$ cat src/rtl/mem_stage.sv
// Memory-access stage: EX/MEM register, data-memory req/ack transaction with
// wait states and timeout, store/load alignment, and the MEM/WB register.
module mem_stage #(
  parameter int unsigned TIMEOUT_CYCLES = 255
) (
  input  logic        clk,
  input  logic        rst,
  input  logic        validE,
  input  logic [31:0] aluOutE,
  input  logic [31:0] writeDataE,
  input  logic [4:0]  writeRegAddrE,
  input  logic        regWriteE,
  input  logic        memToRegE,
  input  logic        memReadE,
  input  logic        memWriteE,
  input  logic [1:0]  memSizeE,
  input  logic        memSignedE,
  input  logic        flushM,
  output logic        stallM,
  output logic [31:0] aluOutM,
  output logic [4:0]  writeRegAddrM,
  output logic        regWriteM,
  output logic        memToRegM,
  output logic        dmem_req,
  output logic        dmem_we,
  output logic [31:0] dmem_addr,
  output logic [31:0] dmem_wdata,
  output logic [3:0]  dmem_be,
  input  logic        dmem_ack,
  input  logic [31:0] dmem_rdata,
  output logic        validW,
  output logic        regWriteW,
  output logic [4:0]  writeRegAddrW,
  output logic [31:0] resultW,
  output logic        excM,
  output logic [31:0] badAddrM
);

  localparam int unsigned WCNT_W = (TIMEOUT_CYCLES < 1) ? 1 : $clog2(TIMEOUT_CYCLES + 1);
  localparam logic [WCNT_W-1:0] WCNT_MAX = WCNT_W'(TIMEOUT_CYCLES);

  typedef struct packed {
    logic        valid;
    logic        reg_write;
    logic        mem_to_reg;
    logic        mem_read;
    logic        mem_write;
    logic [1:0]  mem_size;
    logic        mem_signed;
    logic [4:0]  rd;
    logic [31:0] alu_out;
    logic [31:0] wdata;
  } mreg_t;

  typedef struct packed {
    logic        valid;
    logic        reg_write;
    logic [4:0]  rd;
    logic [31:0] result;
  } wreg_t;

  typedef enum logic {
    ST_PASS   = 1'b0,
    ST_ACCESS = 1'b1
  } state_e;

  mreg_t             m_q, m_d;
  wreg_t             w_q, w_d;
  logic [WCNT_W-1:0] wcnt_q, wcnt_d;
  state_e            state;

  logic        is_mem;
  logic        misaligned;
  logic        timed_out;
  logic        req;
  logic        stall;
  logic        exc;
  logic [7:0]  load_byte;
  logic [15:0] load_half;
  logic [31:0] load_data;

  // State register: EX/MEM, MEM/WB and the wait counter.
  always_ff @(posedge clk) begin
    if (rst) begin
      m_q    <= '0;
      w_q    <= '0;
      wcnt_q <= '0;
    end else begin
      m_q    <= m_d;
      w_q    <= w_d;
      wcnt_q <= wcnt_d;
    end
  end

  // Next-state: the state is a pure function of the instruction sitting in M.
  always_comb begin
    is_mem = m_q.valid & (m_q.mem_read | m_q.mem_write);
    unique case (m_q.mem_size)
      2'b00:   misaligned = 1'b0;
      2'b01:   misaligned = m_q.alu_out[0];
      default: misaligned = |m_q.alu_out[1:0];
    endcase
    misaligned = misaligned & is_mem;
    state      = (is_mem && !misaligned) ? ST_ACCESS : ST_PASS;
  end

  // Handshake: a transfer completes on a cycle where dmem_req and dmem_ack are
  // both high; addr/we/wdata/be hold steady until then and ack without req is ignored.
  always_comb begin
    timed_out = (state == ST_ACCESS) && (wcnt_q == WCNT_MAX);
    req       = (state == ST_ACCESS) && !timed_out;
    stall     = req && !dmem_ack;
    exc       = misaligned || timed_out;
    wcnt_d    = stall ? wcnt_q + 1'b1 : '0;
  end

  always_comb begin
    load_byte = 8'h00;
    unique case (m_q.alu_out[1:0])
      2'd0: load_byte = dmem_rdata[7:0];
      2'd1: load_byte = dmem_rdata[15:8];
      2'd2: load_byte = dmem_rdata[23:16];
      2'd3: load_byte = dmem_rdata[31:24];
    endcase
    load_half = m_q.alu_out[1] ? dmem_rdata[31:16] : dmem_rdata[15:0];
    unique case (m_q.mem_size)
      2'b00:   load_data = {{24{m_q.mem_signed & load_byte[7]}}, load_byte};
      2'b01:   load_data = {{16{m_q.mem_signed & load_half[15]}}, load_half};
      default: load_data = dmem_rdata;
    endcase
  end

  // A flush or empty EX slot becomes a bubble; during a stall M simply holds.
  always_comb begin
    m_d = m_q;
    if (!stall) begin
      if (flushM || !validE) begin
        m_d = '0;
      end else begin
        m_d.valid      = 1'b1;
        m_d.reg_write  = regWriteE;
        m_d.mem_to_reg = memToRegE;
        m_d.mem_read   = memReadE;
        m_d.mem_write  = memWriteE;
        m_d.mem_size   = memSizeE;
        m_d.mem_signed = memSignedE;
        m_d.rd         = writeRegAddrE;
        m_d.alu_out    = aluOutE;
        m_d.wdata      = writeDataE;
      end
    end
  end

  // Faulting ops still retire into W so the slot stays in order, but never write.
  always_comb begin
    w_d = w_q;
    if (!stall) begin
      w_d.valid     = m_q.valid;
      w_d.reg_write = m_q.reg_write & ~exc;
      w_d.rd        = m_q.rd;
      w_d.result    = m_q.mem_to_reg ? load_data : m_q.alu_out;
    end
  end

  // Outputs.
  always_comb begin
    dmem_req   = req;
    dmem_we    = req & m_q.mem_write;
    dmem_addr  = req ? {m_q.alu_out[31:2], 2'b00} : 32'h0;
    dmem_wdata = 32'h0;
    dmem_be    = 4'b0000;
    if (req) begin
      unique case (m_q.mem_size)
        2'b00: begin
          dmem_wdata = {4{m_q.wdata[7:0]}};
          dmem_be    = 4'b0001 << m_q.alu_out[1:0];
        end
        2'b01: begin
          dmem_wdata = {2{m_q.wdata[15:0]}};
          dmem_be    = 4'b0011 << {m_q.alu_out[1], 1'b0};
        end
        default: begin
          dmem_wdata = m_q.wdata;
          dmem_be    = 4'b1111;
        end
      endcase
    end
    stallM        = stall;
    excM          = exc;
    badAddrM      = exc ? m_q.alu_out : 32'h0;
    aluOutM       = m_q.alu_out;
    writeRegAddrM = m_q.rd;
    regWriteM     = m_q.reg_write;
    memToRegM     = m_q.mem_to_reg;
    validW        = w_q.valid;
    regWriteW     = w_q.reg_write;
    writeRegAddrW = w_q.rd;
    resultW       = w_q.result;
  end

endmodule
$ cat config.mk
export PLATFORM = sky130hd
export DESIGN_NAME = mem_stage
export DESIGN_NICKNAME = d
export VERILOG_FILES = /design/src/rtl/mem_stage.sv
export SDC_FILE = /design/constraint.sdc
export NUM_CORES = 1
export LEC_CHECK = 0
export BUFFER_PORTS_ARGS = -buffer_cell sky130_fd_sc_hd__buf_2
export CAP_MARGIN = 20
export CORE_UTILIZATION = 42
export DETAILED_ROUTE_END_ITERATION = 6
export PLACE_DENSITY = 0.85
export SYNTH_ARGS = -nofsm -noshare
export SYNTH_HDL_FRONTEND = slang
export SYNTH_SLANG_ARGS = --single-unit
$ cat constraint.sdc
create_clock -name clk -period 2.93 [get_ports clk]
set_input_delay 0.293 -clock clk [delete_from_list [all_inputs] [get_ports clk]]
set_output_delay 0.293 -clock clk [all_outputs]
set_load 0.05 [all_outputs]
Word level (Yosys, flattened, before mapping)
Index checks and enable logic that the tools add are counted.
Widths: inputs -> output; s select.
{"block": "word_totals", "ff_bits": 124, "input_bits": 113, "output_inout_bits": 182, "word_cells": 59}
{"block": "op_classes", "addsub": 1, "eq_ne": 5, "n_shift": 2, "muxes": 13, "n_bitwise": 9, "n_reduce_logical": 14}
{"op": "$mux 32", "n": 4}
{"op": "$pmux 32 s2", "n": 2}
{"op": "$mux 77", "n": 1}
{"op": "$pmux 8 s4", "n": 1}
{"op": "$mux 16", "n": 1}
{"op": "$add 8x1->8 const B", "n": 1}
{"op": "$eq 8x8->1 const B", "n": 1}
{"op": "$pmux 4 s2", "n": 1}
{"op": "$and 1x1->1", "n": 6}
{"op": "$eq 2x1->1 const B", "n": 2}
{"op": "$eq 2x2->1 const B", "n": 2}
{"op": "$logic_and 1x1->1", "n": 4}
{"op": "$logic_not 1->1", "n": 4}
{"op": "$logic_not 2->1", "n": 2}
{"op": "$mux 4", "n": 1}
{"op": "$reduce_or 2->1", "n": 2}
{"op": "$shl 1x2->4 const A", "n": 1}
{"op": "$shl 2x2->4 const A", "n": 1}
{"op": "$logic_or 1x1->1", "n": 2}
{"op": "$not 1->1", "n": 2}
{"op": "$pmux 1 s2", "n": 1}
{"op": "$mux 1", "n": 1}
{"op": "$or 1x1->1", "n": 1}

Logic depth before layout (Yosys ltp)
Gate-level depths: netlist of run 1.
{"block": "depth", "ltp_word": 12, "depth_mapped": 11, "mapped_depth_nobuf": 8}

Least setup slack after synthesis of run 1
OpenSTA, ideal clock, no wires.
{"block": "synth_timing", "kind": "reg2out", "start": "register wcnt_q[0]", "end": "output badAddrM[22]", "arrival_ns": 2.195, "required_time_ns": 2.637, "path_slack_ns": 0.442, "path_stages_with_launch": 7, "n_path_buf": 1, "cell_sequence": "dfxtp_1 -> ha_1 -> and3_1 -> nand2_1 -> a21oi_1 -> clkbuf_1 -> and2_1"}
{"block": "synth_between", "elab_chain_cells": 4}
{"item": "start: declaration", "line": "69", "rtl": "logic [WCNT_W-1:0] wcnt_q, wcnt_d;"}
{"item": "start signal: assignment", "line": "91", "rtl": "wcnt_q <= wcnt_d;"}
{"item": "$eq 8x8->1", "line": "110", "rtl": "timed_out = (state == ST_ACCESS) && (wcnt_q == WCNT_MAX);"}
{"item": "$logic_and 1x1->1", "line": "110"}
{"item": "$logic_or 1x1->1", "line": "113", "rtl": "exc = misaligned || timed_out;"}
{"item": "via excM", "line": "35", "rtl": "output logic excM,"}
{"item": "$mux 32", "line": "190", "rtl": "badAddrM = exc ? m_q.alu_out : 32'h0;"}
{"item": "end: declaration", "line": "36", "rtl": "output logic [31:0] badAddrM"}
The timed path passes the listed nets, and every way through them passes these cells.

Worst setup path in the final report of run 1
{"block": "layout_timing", "start": "register wcnt_q[0]", "end": "output dmem_addr[24]"}
{"block": "layout_between", "elab_chain_cells": 5}
{"item": "$eq 8x8->1", "line": "110"}
{"item": "$logic_and 1x1->1", "line": "110"}
{"item": "$logic_not 1->1", "line": "111", "rtl": "req = (state == ST_ACCESS) && !timed_out;"}
{"item": "$logic_and 1x1->1", "line": "111"}
{"item": "$mux 32", "line": "169", "rtl": "dmem_addr = req ? {m_q.alu_out[31:2], 2'b00} : 32'h0;"}
{"item": "end: declaration", "line": "26", "rtl": "output logic [31:0] dmem_addr,"}
Every way passes these cells.

==> flow_summary.ini, run 1 <==
[cts]
cts_resized = 0
clock_sinks = 124
cts_buffers = 17
htreeDepth = 4
cts_tree = yes
holdBufCountCts = 0
clockRootBuffer = clkbuf_16
cts_setup_buffers = 0
clock_latency_ns = 0.42
clockBufferDepth = 2
clkTransAtPathRegs_ns = 0.06

[placed_design]
dp_cells = 1085
dpl.hpwl_um = 13820
gp_congestion = 0.8901
dpl-instance-area_um2 = 7396
port_buffers = 292

[yosys]
synth_cells = 692
synth_edf_count = 0
netlist_area_um2 = 6116
syn_avg_cell_area_um2 = 8.838
ys_ff_latch = 124
yosysSeqAreaShare_pct = 40.59
synth-main-ff-cell = dfxtp_1
synth_cell_type_count = 47
ys_async_sr_fraction_pct = 0
ys_warn_count = 0

[finish]
ff_latch_area_um2 = 2485
drive_above_1_share_pct = 38.31
utilization_pct = 57.36
instances_no_fill = 1118
fillers = 1275
finalNetCount = 1038
area_delta_synth_final_pct = 31.71
multi_input_area_um2 = 3054
fin_area_um2 = 8055

[floorplan]
pin_count = 295
die_height_um = 122.7
start_util_pct = 43.55
die_w_um = 122.7
die_area_um2 = 15050
rows = 43
coreArea_um2 = 14040

[sta]
max_freq_mhz = 367.6
fin_crit_sh_pct = 92.85
tightestPinTransition_ns = 0.5857
worst_hold_slack_ns = 0.08259
relSlewSlack_pct = 60.95
skew_ns = 0.008414
setup_tns_ns = 0
finalSetupViolations = 0
rsz0062_at_grt = no
hold_viol_final = 0
period_needed_ns = 2.721
slew_viol_final = 0

[pwr]
ir_drop_mv = 0.3998
switching_power_mw = 1.107
netSwitchingFraction_pct = 24.42
p_seq_share_pct = 39.1
leakage_nw = 4.002
p_per_area_nw_per_um2 = 563.0
combinationalPowerShare_pct = 9.5
p_clk_share_pct = 51.4
intPower_mw = 3.428

[global_routing]
overflow = 0
antenna_found_initial = 1
grt_use_total_pct = 25.27
grt_pass1_vias = 5281
grt_pass1_wl_um = 28700
grt_max_degree = 88

[job]
maxCapViolCount = 0

[worst_setup_path]
path_max_fanout = 24
cp.required_ns = 2.64
worst_ep_arrival_time_ns = 2.43
path_class = reg2out
start_kind = flip-flop
critPathCaptureType = primary output

[outcome]
status = complete, no violations

[detailed_routing]
routed_wl_um = 19300
first_iter_violations = 344
ant_nets = 0
dr_total_vias = 5931
drt-pass1-iter-count = 5
viasPerCell = 5.305
wl_per_cell_um = 17.26
drc = 0

[worst_hold_path]
hold_path.class = in2reg
==> logic make-up after synthesis <==
| logic type | synth area share [%] |
|---|---|
| flops | 40.59 |
| mux | 4.214 |
| xor+xnor | 0.8592 |
| simple gates | 18.72 |
| fa+ha+maj | 0.2045 |
| other cells | 0.06132 |
| compound gates | 25.55 |
| buf+inv | 9.799 |
==> routing by layer <==
metal / vias to the layer above / GRT usage (%) / share of wire, %
met4: 2 / 9.527 / 1.6
met2: 258 / 40.48 / 48
li1: 2872 / - / -
met3: 29 / 6.273 / 6.7
met5: - / 0 / 0.067
met1: 2770 / 32.59 / 44
==> power groups by stage <==
stage | clock [mW] | combinational, mW | sequential, mW
2_1_floorplan | 0 | 0.239 | 1.85
3_3_place_gp | 0 | 0.423 | 1.81
3_5_place_dp | 0 | 0.427 | 1.81
4_1_cts | 2.36 | 0.429 | 1.77
5_1_grt | 2.45 | 0.459 | 1.78
6_report | 2.33 | 0.431 | 1.77
==> critical path, stage by stage (launching register included) <==
cell and delay, ns:
dfxtp_1 0.32, ha_1 0.22, and3_1 0.21, nand2_1 0.15
nand3b_4 0.09, inv_2 0.25, buf_4 0.31, and2_1 0.18
buf_2 0.26
==> cells in the final DEF, fill, tap and decap left out, types with 4 or more instances in the layout <==
| cell | synthesis | routed |
|---|---|---|
| a21oi_1 | 47 | 45 |
| a22o_1 | 107 | 107 |
| a2bb2oi_1 | 12 | 12 |
| a32o_1 | 9 | 9 |
| and2_1 | 72 | 72 |
| and3_1 | 5 | 5 |
| buf_2 | 17 | 292 |
| buf_4 | 40 | 17 |
| bufinv_16 | 0 | 5 |
| clkbuf_16 | 0 | 17 |
| dfxtp_1 | 124 | 122 |
| inv_1 | 4 | 4 |
| mux2_2 | 6 | 6 |
| mux2i_1 | 19 | 19 |
| nand2_1 | 66 | 66 |
| nand2b_1 | 9 | 9 |
| nor2_1 | 49 | 49 |
| nor2b_1 | 9 | 9 |
| o21ai_0 | 19 | 19 |
| xnor2_1 | 5 | 5 |
==> cells in the mapped netlist (all sizes together), types with 2 or more instances <==
| cell type | instances | share of area, % |
|---|---|---|
| a21o | 2 | 0.25 |
| nand2 | 67 | 4.2 |
| o211ai | 3 | 0.37 |
| or3 | 2 | 0.20 |
| a32o | 9 | 1.5 |
| buf | 66 | 7.5 |
| and2 | 72 | 7.4 |
| a22o | 107 | 15 |
| and3 | 5 | 0.51 |
| mux2 | 6 | 1.1 |
| a21oi | 47 | 3.8 |
| xnor2 | 5 | 0.72 |
| clkbuf | 32 | 2.0 |
| nor2b | 9 | 0.92 |
| nand2b | 9 | 0.92 |
| or2 | 2 | 0.20 |
| o21ai | 19 | 1.6 |
| nor3 | 3 | 0.51 |
| nor2 | 50 | 3.1 |
| mux2i | 19 | 3.1 |
| a2bb2oi | 12 | 1.7 |
| inv | 5 | 0.31 |
| dfxtp | 124 | 41 |
| a22oi | 3 | 0.37 |
==> sequential cells by signal (all words and copies together), names as in the netlist, 5 cells and up <==
register / flops
aluOutM: 32
m_q: 38
resultW: 32
wcnt_q: 8
writeRegAddrM: 5
writeRegAddrW: 5
==> metrics by stage <==
step           power [mW]  setup WS [ns]
5_1_grt             4.689        0.05591
3_5_place_dp        2.237         0.6286
3_3_place_gp        2.232         0.6945
4_1_cts             4.564         0.1778
2_1_floorplan       2.093         0.4422
6_report            4.535         0.2094
==> area by class of cell <==
cell class                      count  share of cell area, %
Sequential cell                   124                  30.85
Inverter                            6                 0.2796
Tap cell                          180                  2.796
Clock inverter                     13                  2.656
Timing Repair Buffer              310                  19.98
Antenna cell                        1                0.03107
Clock buffer                       19                  5.499
Multi-Input combinational cell    465                  37.92
==> worst paths after layout <==
kind | end | start | slack (ns) | cells past startpoint
max | dmem_addr[24] | wcnt_q[0] | 0.21 | 8
min | m_q[6] | writeDataE[6] | 0.08 | 2
min reg2reg | resultW[30] | resultW[30] | 0.47 | 1
max reg2reg | aluOutM[22] | wcnt_q[0] | 0.64 | 9
Power figures use the tool's default switching activity.
==> inputs of run 2 (changes only) <==
--- a/config.mk
+++ b/config.mk
@@ -7,9 +7,10 @@
 export LEC_CHECK = 0
 export BUFFER_PORTS_ARGS = -buffer_cell sky130_fd_sc_hd__buf_2
 export CAP_MARGIN = 20
-export CORE_UTILIZATION = 42
+export CORE_AREA = 2 2 114 116
 export DETAILED_ROUTE_END_ITERATION = 6
-export PLACE_DENSITY = 0.85
+export DIE_AREA = 0 0 116 118
+export PLACE_DENSITY = 0.88
 export SYNTH_ARGS = -nofsm -noshare
 export SYNTH_HDL_FRONTEND = slang
 export SYNTH_SLANG_ARGS = --single-unit
==> flow_summary.ini, run 2 (synthesis results as in run 1) <==
[worst_hold_path]
hold_path.class = in2reg

[detailed_routing]
drt-pass1-iter-count = 7
ant_nets = 0
drc = 0
wl_per_cell_um = 17.58
viasPerCell = 5.456
dr_total_vias = 6034
first_iter_violations = 463
routed_wl_um = 19440

[floorplan]
pin_count = 295
coreArea_um2 = 12410
rows = 41
die_height_um = 118
die_area_um2 = 13690
start_util_pct = 49.26
die_w_um = 116

[pwr]
ir_drop_mv = 0.3505
p_per_area_nw_per_um2 = 556.2
leakage_nw = 4.000

[global_routing]
grt_util_met2_pct = 45.39
top_usage_layer = met2
grt_use_total_pct = 27.96
grt_pass1_vias = 5555
met3_usage_pct = 7.158
overflow = 0
antenna_found_initial = 0
grt_pass1_wl_um = 29500
grt_max_degree = 94
grt.met1_usage_pct = 35.35

[finish]
area_delta_synth_final_pct = 31.28
finalNetCount = 1036
instances_no_fill = 1106
largest_register = m_q
largest_reg_flops = 38
diodes = 0
final_common_cell = buf_2
fillers = 1088
drive_above_1_share_pct = 38.01
layout_common_cells = buf_2, dfxtp_1, a22o_1

[placed_design]
port_buffers = 292
gp_congestion = 0.8979
dp_cells = 1075
dpl.hpwl_um = 13860

[sta]
setup_tns_ns = 0
hold_viol_final = 0
slew_viol_final = 0
max_freq_mhz = 381.6
period_needed_ns = 2.621
skew_ns = 0.005387
relSlewSlack_pct = 54.31
fin_crit_sh_pct = 89.44
tightestPinTransition_ns = 0.6853
rsz0062_at_grt = no
finalSetupViolations = 0

[cts]
cts_setup_buffers = 0
clockRootBuffer = clkbuf_16
clockBufferDepth = 2
clock_latency_ns = 0.41
clock_sinks = 124
cts_buffers = 17
clkTransAtPathRegs_ns = 0.05
cts_tree = yes
cts_resized = 0
holdBufCountCts = 0
htreeDepth = 4

[job]
maxCapViolCount = 0

[worst_setup_path]
worst_ep_arrival_time_ns = 2.33
start_kind = flip-flop
path_max_fanout = 40
path_class = reg2out
critPathCaptureType = primary output
cp.required_ns = 2.64

[outcome]
status = complete, no violations
==> run 2: cell types whose count changed in the layout (fill, tap and decap cells not counted) <==
cell and change:
diode_2 -1, clkbuf_8 +5, clkinv_2 +1, bufinv_16 -1
inv_6 -2, clkinvlp_4 -2, buf_12 +1, clkinv_4 -3
buf_4 -3, clkbuf_1 +1
==> run 2: final cells by class <==
class / instances / area [µm²] / area share [%]
Tap cell: 172 / 215.2 / 2.680
Clock buffer: 25 / 515.5 / 6.420
Inverter: 6 / 22.52 / 0.2805
Clock inverter: 6 / 130.1 / 1.621
Multi-Input combinational cell: 465 / 3054 / 38.04
Sequential cell: 124 / 2485 / 30.95
Timing Repair Buffer: 308 / 1607 / 20.01
==> run 2: routing by layer <==
metal  vias to the layer above  part of all wire [%]
met5                         -                     0
met4                         0                   2.2
met3                        31                   8.3
met2                       302                    47
met1                      2838                    42
li1                       2863                     -
==> run 2: through the flow <==
stage | area (µm²) | hold WS [ns] | setup slack, ns | util, % | power (mW)
5_1_grt | 8029 | 0.07548 | 0.1898 | 64.67 | 4.603
3_3_place_gp | 7383 | 0.4229 | 0.6604 | 59.47 | 2.232
2_1_floorplan | 6120 | 0.3691 | 0.4422 | - | 2.093
4_1_cts | 8029 | 0.07129 | 0.2919 | 64.67 | 4.493
6_report | 8029 | 0.08715 | 0.3093 | 64.67 | 4.466
3_5_place_dp | 7383 | 0.4456 | 0.5510 | 59.47 | 2.238
==> run 2: power breakdown <==
group / total, mW / internal (mW) / switching, mW
Combinational: 0.432 / 0.156 / 0.275
Clock: 2.26 / 1.55 / 0.707
Sequential: 1.78 / 1.73 / 0.0412
==> run 2: path summary, 6_finish.rpt <==
| kind | startpoint | to | slack, ns | cells past startpoint |
|---|---|---|---|---|
| worst max-delay path | wcnt_q[0] | dmem_addr[12] | 0.31 | 8 |
| worst min-delay path | writeDataE[20] | m_q[20] | 0.09 | 2 |
| worst max register to register | wcnt_q[0] | aluOutM[13] | 0.48 | 9 |
| worst min register to register | wcnt_q[0] | wcnt_q[0] | 0.45 | 1 |
==> run 2: critical path, cell delays in order, from the launching register on <==
cell	delay (ns)
dfxtp_1	0.32
ha_1	0.22
and3_1	0.23
nand2_1	0.15
nand3b_4	0.10
inv_2	0.08
buf_4	0.35
and2_1	0.19
buf_2	0.26
==> inputs of run 3 (changes only) <==
--- a/config.mk
+++ b/config.mk
@@ -7,10 +7,10 @@
 export LEC_CHECK = 0
 export BUFFER_PORTS_ARGS = -buffer_cell sky130_fd_sc_hd__buf_2
 export CAP_MARGIN = 20
-export CORE_AREA = 2 2 114 116
+export CORE_ASPECT_RATIO = 2
+export CORE_UTILIZATION = 30
 export DETAILED_ROUTE_END_ITERATION = 6
-export DIE_AREA = 0 0 116 118
-export PLACE_DENSITY = 0.88
+export PLACE_DENSITY = 0.6
 export SYNTH_ARGS = -nofsm -noshare
 export SYNTH_HDL_FRONTEND = slang
 export SYNTH_SLANG_ARGS = --single-unit
==> flow_summary.ini, run 3 (synthesis results as in run 1) <==
[finish]
fillers = 2101
drive_above_1_share_pct = 38.25
largest_register = m_q
instances_no_fill = 1201
area_delta_synth_final_pct = 33.63
finalNetCount = 1037
final_common_cell = buf_2
fin_area_um2 = 8173
utilization_pct = 41.05
layout_common_cells = buf_2, dfxtp_1, a22o_1
largest_reg_flops = 38

[floorplan]
start_util_pct = 30.72
die_height_um = 203.9
pin_count = 295
die_w_um = 103.0
coreArea_um2 = 19910
die_area_um2 = 21000
rows = 73

[sta]
hold_viol_final = 0
setup_tns_ns = 0
relSlewSlack_pct = 63.86
max_freq_mhz = 372.1
worst_hold_slack_ns = 0.08185
period_needed_ns = 2.687
slew_viol_final = 0
tightestPinTransition_ns = 0.5421
skew_ns = 0.008490
finalSetupViolations = 0
layout_setup_ws_ns = 0.2425
rsz0062_at_grt = no
fin_crit_sh_pct = 91.72

[cts]
cts_tree = yes
clkTransAtPathRegs_ns = 0.06
cts_resized = 0
htreeDepth = 4
clockRootBuffer = clkbuf_16
clock_sinks = 124
holdBufCountCts = 0
clock_latency_ns = 0.42
cts_buffers = 17
cts_setup_buffers = 0
clockBufferDepth = 2

[placed_design]
dpl.hpwl_um = 16860
gp_congestion = 0.8168
dpl-instance-area_um2 = 7541
port_buffers = 292
dp_cells = 1166
dp_slack_ns = 0.6954

[global_routing]
antenna_found_initial = 3
grt_max_degree = 59
grt_pass1_vias = 5666
grt_pass1_wl_um = 33490
overflow = 0
grt_use_total_pct = 21.83

[pwr]
p_per_area_nw_per_um2 = 546.8
ir_drop_mv = 0.2993
power.total_mw = 4.469
leakage_nw = 3.998

[worst_setup_path]
path_max_fanout = 40
cp.required_ns = 2.64
critPathCaptureType = primary output
worst_ep_arrival_time_ns = 2.39
start_kind = flip-flop
path_class = reg2out

[detailed_routing]
drt-pass1-iter-count = 4
drc = 0
ant_nets = 0
routed_wl_um = 22760
first_iter_violations = 197
dr_total_vias = 5904
wl_per_cell_um = 18.95
viasPerCell = 4.916

[outcome]
status = complete, no violations

[job]
maxCapViolCount = 0

[worst_hold_path]
hold_path.class = in2reg
## run 3: path summary, 6_finish.rpt
kind             startpoint           to  slack (ns)  cells after the start
min reg2reg       wcnt_q[0]    wcnt_q[0]        0.45                      1
min          writeDataE[31]      m_q[31]        0.08                      2
max reg2reg       wcnt_q[0]  aluOutM[13]        0.67                      9
max               wcnt_q[0]      dmem_we        0.24                      8
## run 3: area by class of cell
class	instances	area [µm²]	share of cell area [%]
Multi-Input combinational cell	465	3054	37.37
Antenna cell	3	7.507	0.09186
Clock inverter	14	195.2	2.388
Sequential cell	124	2485	30.40
Tap cell	262	327.8	4.011
Inverter	6	22.52	0.2756
Clock buffer	18	429.2	5.251
Timing Repair Buffer	309	1652	20.21
## run 3: per-layer routing
metal	vias to the layer above	routed length (µm)	share of wire (%)	GRT usage, %
li1	2870	-	-	-
met1	2804	8330	37	22.61
met2	199	12480	55	40.24
met3	31	1148	5.0	4.412
met4	0	795	3.5	11.02
met5	-	0	0	0
## run 3: worst max-delay path, cell delays in order (launching register included)
cell	delay (ns)
dfxtp_1	0.32
ha_1	0.22
and3_1	0.22
nand2_1	0.15
nand3b_4	0.09
inv_2	0.08
buf_4	0.37
and2_1	0.23
buf_2	0.28
## run 3: where the power goes
group	switching [mW]	internal [mW]	total, mW
Clock	0.826	1.43	2.25
Sequential	0.0474	1.73	1.78
Combinational	0.276	0.159	0.436
